==> src/rtl/regfile_sb.sv <==
// Register file with write-through bypass, per-register pending bit and a post-reset clear sweep.
// Reads are combinational; writes/claims land at the next edge; load/claim are ignored until ready.
module regfile_sb #(
    parameter  int WIDTH = 16,
    parameter  int DEPTH = 8,
    localparam int AW    = $clog2(DEPTH)
) (
    input  logic             clk,
    input  logic             reset,
    input  logic             load,
    input  logic [AW-1:0]    dest,
    input  logic [WIDTH-1:0] in,
    input  logic             claim,
    input  logic [AW-1:0]    claim_reg,
    input  logic [AW-1:0]    src_a,
    input  logic [AW-1:0]    src_b,
    output logic [WIDTH-1:0] sr1_out,
    output logic [WIDTH-1:0] sr2_out,
    output logic             busy_a,
    output logic             busy_b,
    output logic             ready
);

    typedef enum logic {
        CLEAR,
        RUN
    } state_t;

    state_t           state_q;
    logic             ready_q;
    logic [AW-1:0]    idx_q;

    logic [WIDTH-1:0] data_q [DEPTH];
    logic [DEPTH-1:0] pend_q;
    logic [DEPTH-1:0] pend_d;

    logic             wr_en;
    logic [AW-1:0]    wr_addr;
    logic [WIDTH-1:0] wr_dat;

    logic             byp_a;
    logic             byp_b;

    // Sweep sequencer; ready is registered alongside the state so no reset path reaches outputs.
    always_ff @(posedge clk) begin
        if (reset) begin
            state_q <= CLEAR;
            idx_q   <= '0;
            ready_q <= 1'b0;
        end else begin
            case (state_q)
                CLEAR: begin
                    idx_q <= idx_q + 1'b1;
                    if (idx_q == AW'(DEPTH - 1)) begin
                        state_q <= RUN;
                        ready_q <= 1'b1;
                    end
                end
                RUN: begin
                    state_q <= RUN;
                    ready_q <= 1'b1;
                end
                default: begin
                    state_q <= CLEAR;
                    idx_q   <= '0;
                    ready_q <= 1'b0;
                end
            endcase
        end
    end

    // Single write port shared by the sweep and writeback keeps the array RAM-mappable.
    always_comb begin
        wr_en   = 1'b0;
        wr_addr = dest;
        wr_dat  = in;
        if (!reset) begin
            if (state_q == CLEAR) begin
                wr_en   = 1'b1;
                wr_addr = idx_q;
                wr_dat  = '0;
            end else if (load) begin
                wr_en   = 1'b1;
            end
        end
    end

    always_ff @(posedge clk) begin
        if (wr_en) begin
            data_q[wr_addr] <= wr_dat;
        end
    end

    // Claim is applied after load so a same-register claim leaves the entry pending.
    always_comb begin
        pend_d = pend_q;
        if (!reset) begin
            if (state_q == CLEAR) begin
                pend_d[idx_q] = 1'b0;
            end else begin
                if (load) begin
                    pend_d[dest] = 1'b0;
                end
                if (claim) begin
                    pend_d[claim_reg] = 1'b1;
                end
            end
        end
    end

    always_ff @(posedge clk) begin
        pend_q <= pend_d;
    end

    assign byp_a = load && (dest == src_a);
    assign byp_b = load && (dest == src_b);

    assign ready   = ready_q;
    assign sr1_out = !ready_q ? '0 : (byp_a ? in : data_q[src_a]);
    assign sr2_out = !ready_q ? '0 : (byp_b ? in : data_q[src_b]);
    assign busy_a  = !ready_q || (pend_q[src_a] && !byp_a);
    assign busy_b  = !ready_q || (pend_q[src_b] && !byp_b);

endmodule

==> config.mk <==
export PLATFORM = sky130hd
export DESIGN_NAME = regfile_sb
export DESIGN_NICKNAME = d
export VERILOG_FILES = /design/src/rtl/regfile_sb.sv
export SDC_FILE = /design/constraint.sdc
export NUM_CORES = 1
export LEC_CHECK = 0
export CORE_UTILIZATION = 45
export CTS_BUF_LIST = sky130_fd_sc_hd__clkbuf_4 sky130_fd_sc_hd__clkbuf_8
export DETAILED_ROUTE_END_ITERATION = 7
export MAX_ROUTING_LAYER = met4
export PLACE_DENSITY = 0.74
export SLEW_MARGIN = 15
export SYNTH_ARGS = -nofsm -noshare
export SYNTH_HDL_FRONTEND = slang
export SYNTH_SLANG_ARGS = --single-unit
==> constraint.sdc <==
create_clock -name clk -period 2.2 [get_ports clk]
set_input_delay 0.55 -clock clk [delete_from_list [all_inputs] [get_ports clk]]
set_output_delay 0.55 -clock clk [all_outputs]
set_load 0.1 [all_outputs]
==> impl_metrics.yaml <==
final_layout:
  fillers: 965
  synthToLayoutAreaGrowth_pct: 51.26
  multi_input_area_um2: 3730
  n_antenna_cell: 0
  nNetsFinal: 675
  seqCellArea_um2: 4188
  finish.instance_area_um2: 11140
  drive_gt1_share_pct: 49.08
route:
  drc: 0
  routedWlPerCell_um: 25.55
  vias: 5424
  postRouteWirelength_um: 22230
  firstDrtPassIters: 5
  vias_per_cell: 6.234
  antenna_left: 0
  drt_iter0_markers: 538
timing:
  fin_worst_skew_ps: 15.95
  timing.fmax_mhz: 400.1
  slew_violations: 0
  hold_violations: 0
  whs_ps: 481.1
  rsz0062_at_grt: "yes"
  relSlewSlack_pct: 55.18
  setup_violations: 34
  min_period_over_period_pct: 113.6
  worst_pin_slew_ps: 671.0
  min_period_ps: 2500
  fin_ws_ps: -299.6
synth:
  seq_area_frac_synth_pct: 56.79
  synth_flop_cell: "edfxtp_1"
  synth_cell_type_count: 32
  ys_top_cells_by_area: "edfxtp_1, mux4_1, mux4_2"
  synth_top_cell_by_area: "edfxtp_1"
  synth_area_um2: 7367
  synth_edf_count: 136
  synthArstFlopShare_pct: 0
  synth_cells: 479
  ys_warn_count: 0
  synthTopCellsByCount: "edfxtp_1, nand2_1, mux4_1"
  synth_top_area_share_pct: 55.43
  ys_ff_latch: 141
  synth_nets: 513
  yosysMostFrequentCell: "edfxtp_1"
  syn_area_per_cell_um2: 15.38
worst_hold_path:
  hold_class: "register to register"
power:
  pwr-share-comb_pct: 17.7
  seqPwrFrac_pct: 48.0
  power_switching_share_pct: 26.51
  peakVddDrop_v: 0.0003959
  internal_power_w: 0.004727
  clkPwrFrac_pct: 34.3
  powerDensity_nw_per_um2: 577.3
  p_leak_nw: 3.833
  p_sw_w: 0.001705
worst_setup_path:
  reg2reg_depth: 5
  critPathLaunchType: "input pin"
  arrival_ps: 1950
  path_max_fanout: 6
  ff2ff_setup_slack_ps: 310
  path_class: "input pin to primary output"
  r2r_end: "data_q[5][8]"
  end_kind: "primary output"
  startpoint: "dest[1]"
  r2r_start: "state_q"
  crit_path_end: "sr1_out[1]"
  crit_required_ps: 1650
clocking:
  cts_tree: "done"
  clock_path_buffers: 2
  ctsHoldBuffers: 0
  h-tree-depth: 4
  cts-root-buf: "clkbuf_8"
  cts.sinks: 141
  clk_latency_ps: 450
  clkSlewWorstSetupHoldPaths_ps: 80
  cts_made_buffers: 17
placement:
  dp_slack_ps: -659.6
  placement.io_buffers: 66
  dp_hpwl_um: 12380
  globalplace.congestion: 0.8306
  placed_area_um2: 9851
die:
  initial_core_util_pct: 46.21
  io-pin-count: 67
  die_w_um: 130.0
  std_cell_rows: 46
  die_y_um: 130.0
  dieArea_um2: 16890
  coreArea_um2: 15940
global_route:
  grt_pass1_vias: 5484
  grt_usage_pct: 27.76
  grt-ovfl-total: 0
  grt_pass1_wl_um: 31970
  antenna_found_initial: 0
  grt_max_degree: 22
flow_run:
  maxCapViolCount: 0
status:
  status: "finished with violations"
  violations: "negative setup slack"
==> routing by layer <==
| layer | up-vias | routed length [um] | track usage (%) |
|---|---|---|---|
| met5 | - | 0 | - |
| met4 | 0 | 746 | 12.93 |
| met3 | 54 | 1686 | 4.387 |
| met2 | 293 | 11520 | 46.05 |
| met1 | 2793 | 8275 | 33.55 |
| li1 | 2284 | - | - |
==> state kept, by name, summed over array words and instances, names as in the netlist <==
name	cells
data_q	128
pend_q	8
idx_q	3
ready	1
state_q	1
==> critical path: stages <==
cell and delay (ps):
buf_4 160, xnor2_4 200, nand4_1 160, buf_6 170, buf_12 140, o21ai_0 300
a31oi_4 70, buf_12 180
==> cell usage in the layout, fill, tap and decap left out, types with 6 or more instances in the layout <==
master,netlist,layout
buf_16,0,9
a21oi_1,8,6
nand2_2,0,20
o21ai_2,0,13
buf_4,2,54
mux4_1,52,38
o21ai_4,0,14
nor2_1,20,10
mux4_2,16,30
nand2b_1,8,8
a31oi_4,0,30
nor2b_1,19,19
buf_12,0,60
clkdlybuf4s50_1,0,21
nand2_1,66,46
buf_8,0,8
edfxtp_1,136,136
o21ai_1,0,8
buf_6,8,24
clkbuf_8,0,17
nor2_2,0,9
o21ai_0,42,7
==> kinds of logic (layout without fill, tap and decap cells) <==
kind of cell	count (synthesis)	after routing	synth area share (%)
buf+inv	43	218	3.431
xor+xnor	6	6	0.7133
mux	72	72	23.98
fa+ha+maj	2	2	0.3396
flops	141	141	56.79
compound gates	92	92	7.252
simple gates	123	123	7.490
==> stage by stage <==
| stage | util [%] | cells | total power (W) | TNS (ps) |
|---|---|---|---|---|
| final | 69.89 | 870 | 0.006433 | -8020 |
| after global routing | 69.89 | 870 | 0.006607 | -9132 |
| after CTS | 68.78 | 859 | 0.006346 | -7219 |
| after detailed placement | 61.79 | 806 | 0.004056 | -46410 |
| after global placement | 61.79 | 806 | 0.004029 | -41950 |
| after floorplan | - | 479 | 0.003705 | -7635 |
==> power groups by stage <==
| stage | registers, W | clock network [W] | logic (W) |
|---|---|---|---|
| 2_1_floorplan | 0.00312 | 0 | 0.000581 |
| 3_3_place_gp | 0.00314 | 0 | 0.000889 |
| 3_5_place_dp | 0.00315 | 0 | 0.000907 |
| 4_1_cts | 0.00309 | 0.00219 | 0.00107 |
| 5_1_grt | 0.00310 | 0.00232 | 0.00119 |
| 6_report | 0.00309 | 0.00221 | 0.00114 |
==> how the worst min path moves through the flow <==
stage / from / end / slack, ps / cells past startpoint
detailed placement: idx_q[0] / idx_q[0] / 470 / 2
floorplan: idx_q[0] / idx_q[0] / 450 / 2
finish: idx_q[0] / idx_q[0] / 480 / 2
global route: idx_q[0] / idx_q[0] / 510 / 2
CTS: idx_q[0] / idx_q[0] / 480 / 2
global placement: idx_q[0] / idx_q[0] / 470 / 2
==> layout make-up <==
cell class	instances	area share (%)
clock buffer	17	2.100
sequential	141	37.58
tap	216	2.425
timing repair buffer	182	22.58
clock inverter	15	1.673
multi-input combinational	295	33.47
inverter	4	0.1684
==> what timing repair did <==
action / CTS / global route
pin swaps: 23 / 16
endpoints found under the hold margin: 0 / 0
gates resized for setup: 140 / 39
buffers inserted: 12 / 15
cloned: 10 / 0
endpoints found under the setup margin: 34 / 34
No activity file was read; power rests on OpenSTA's default activity.
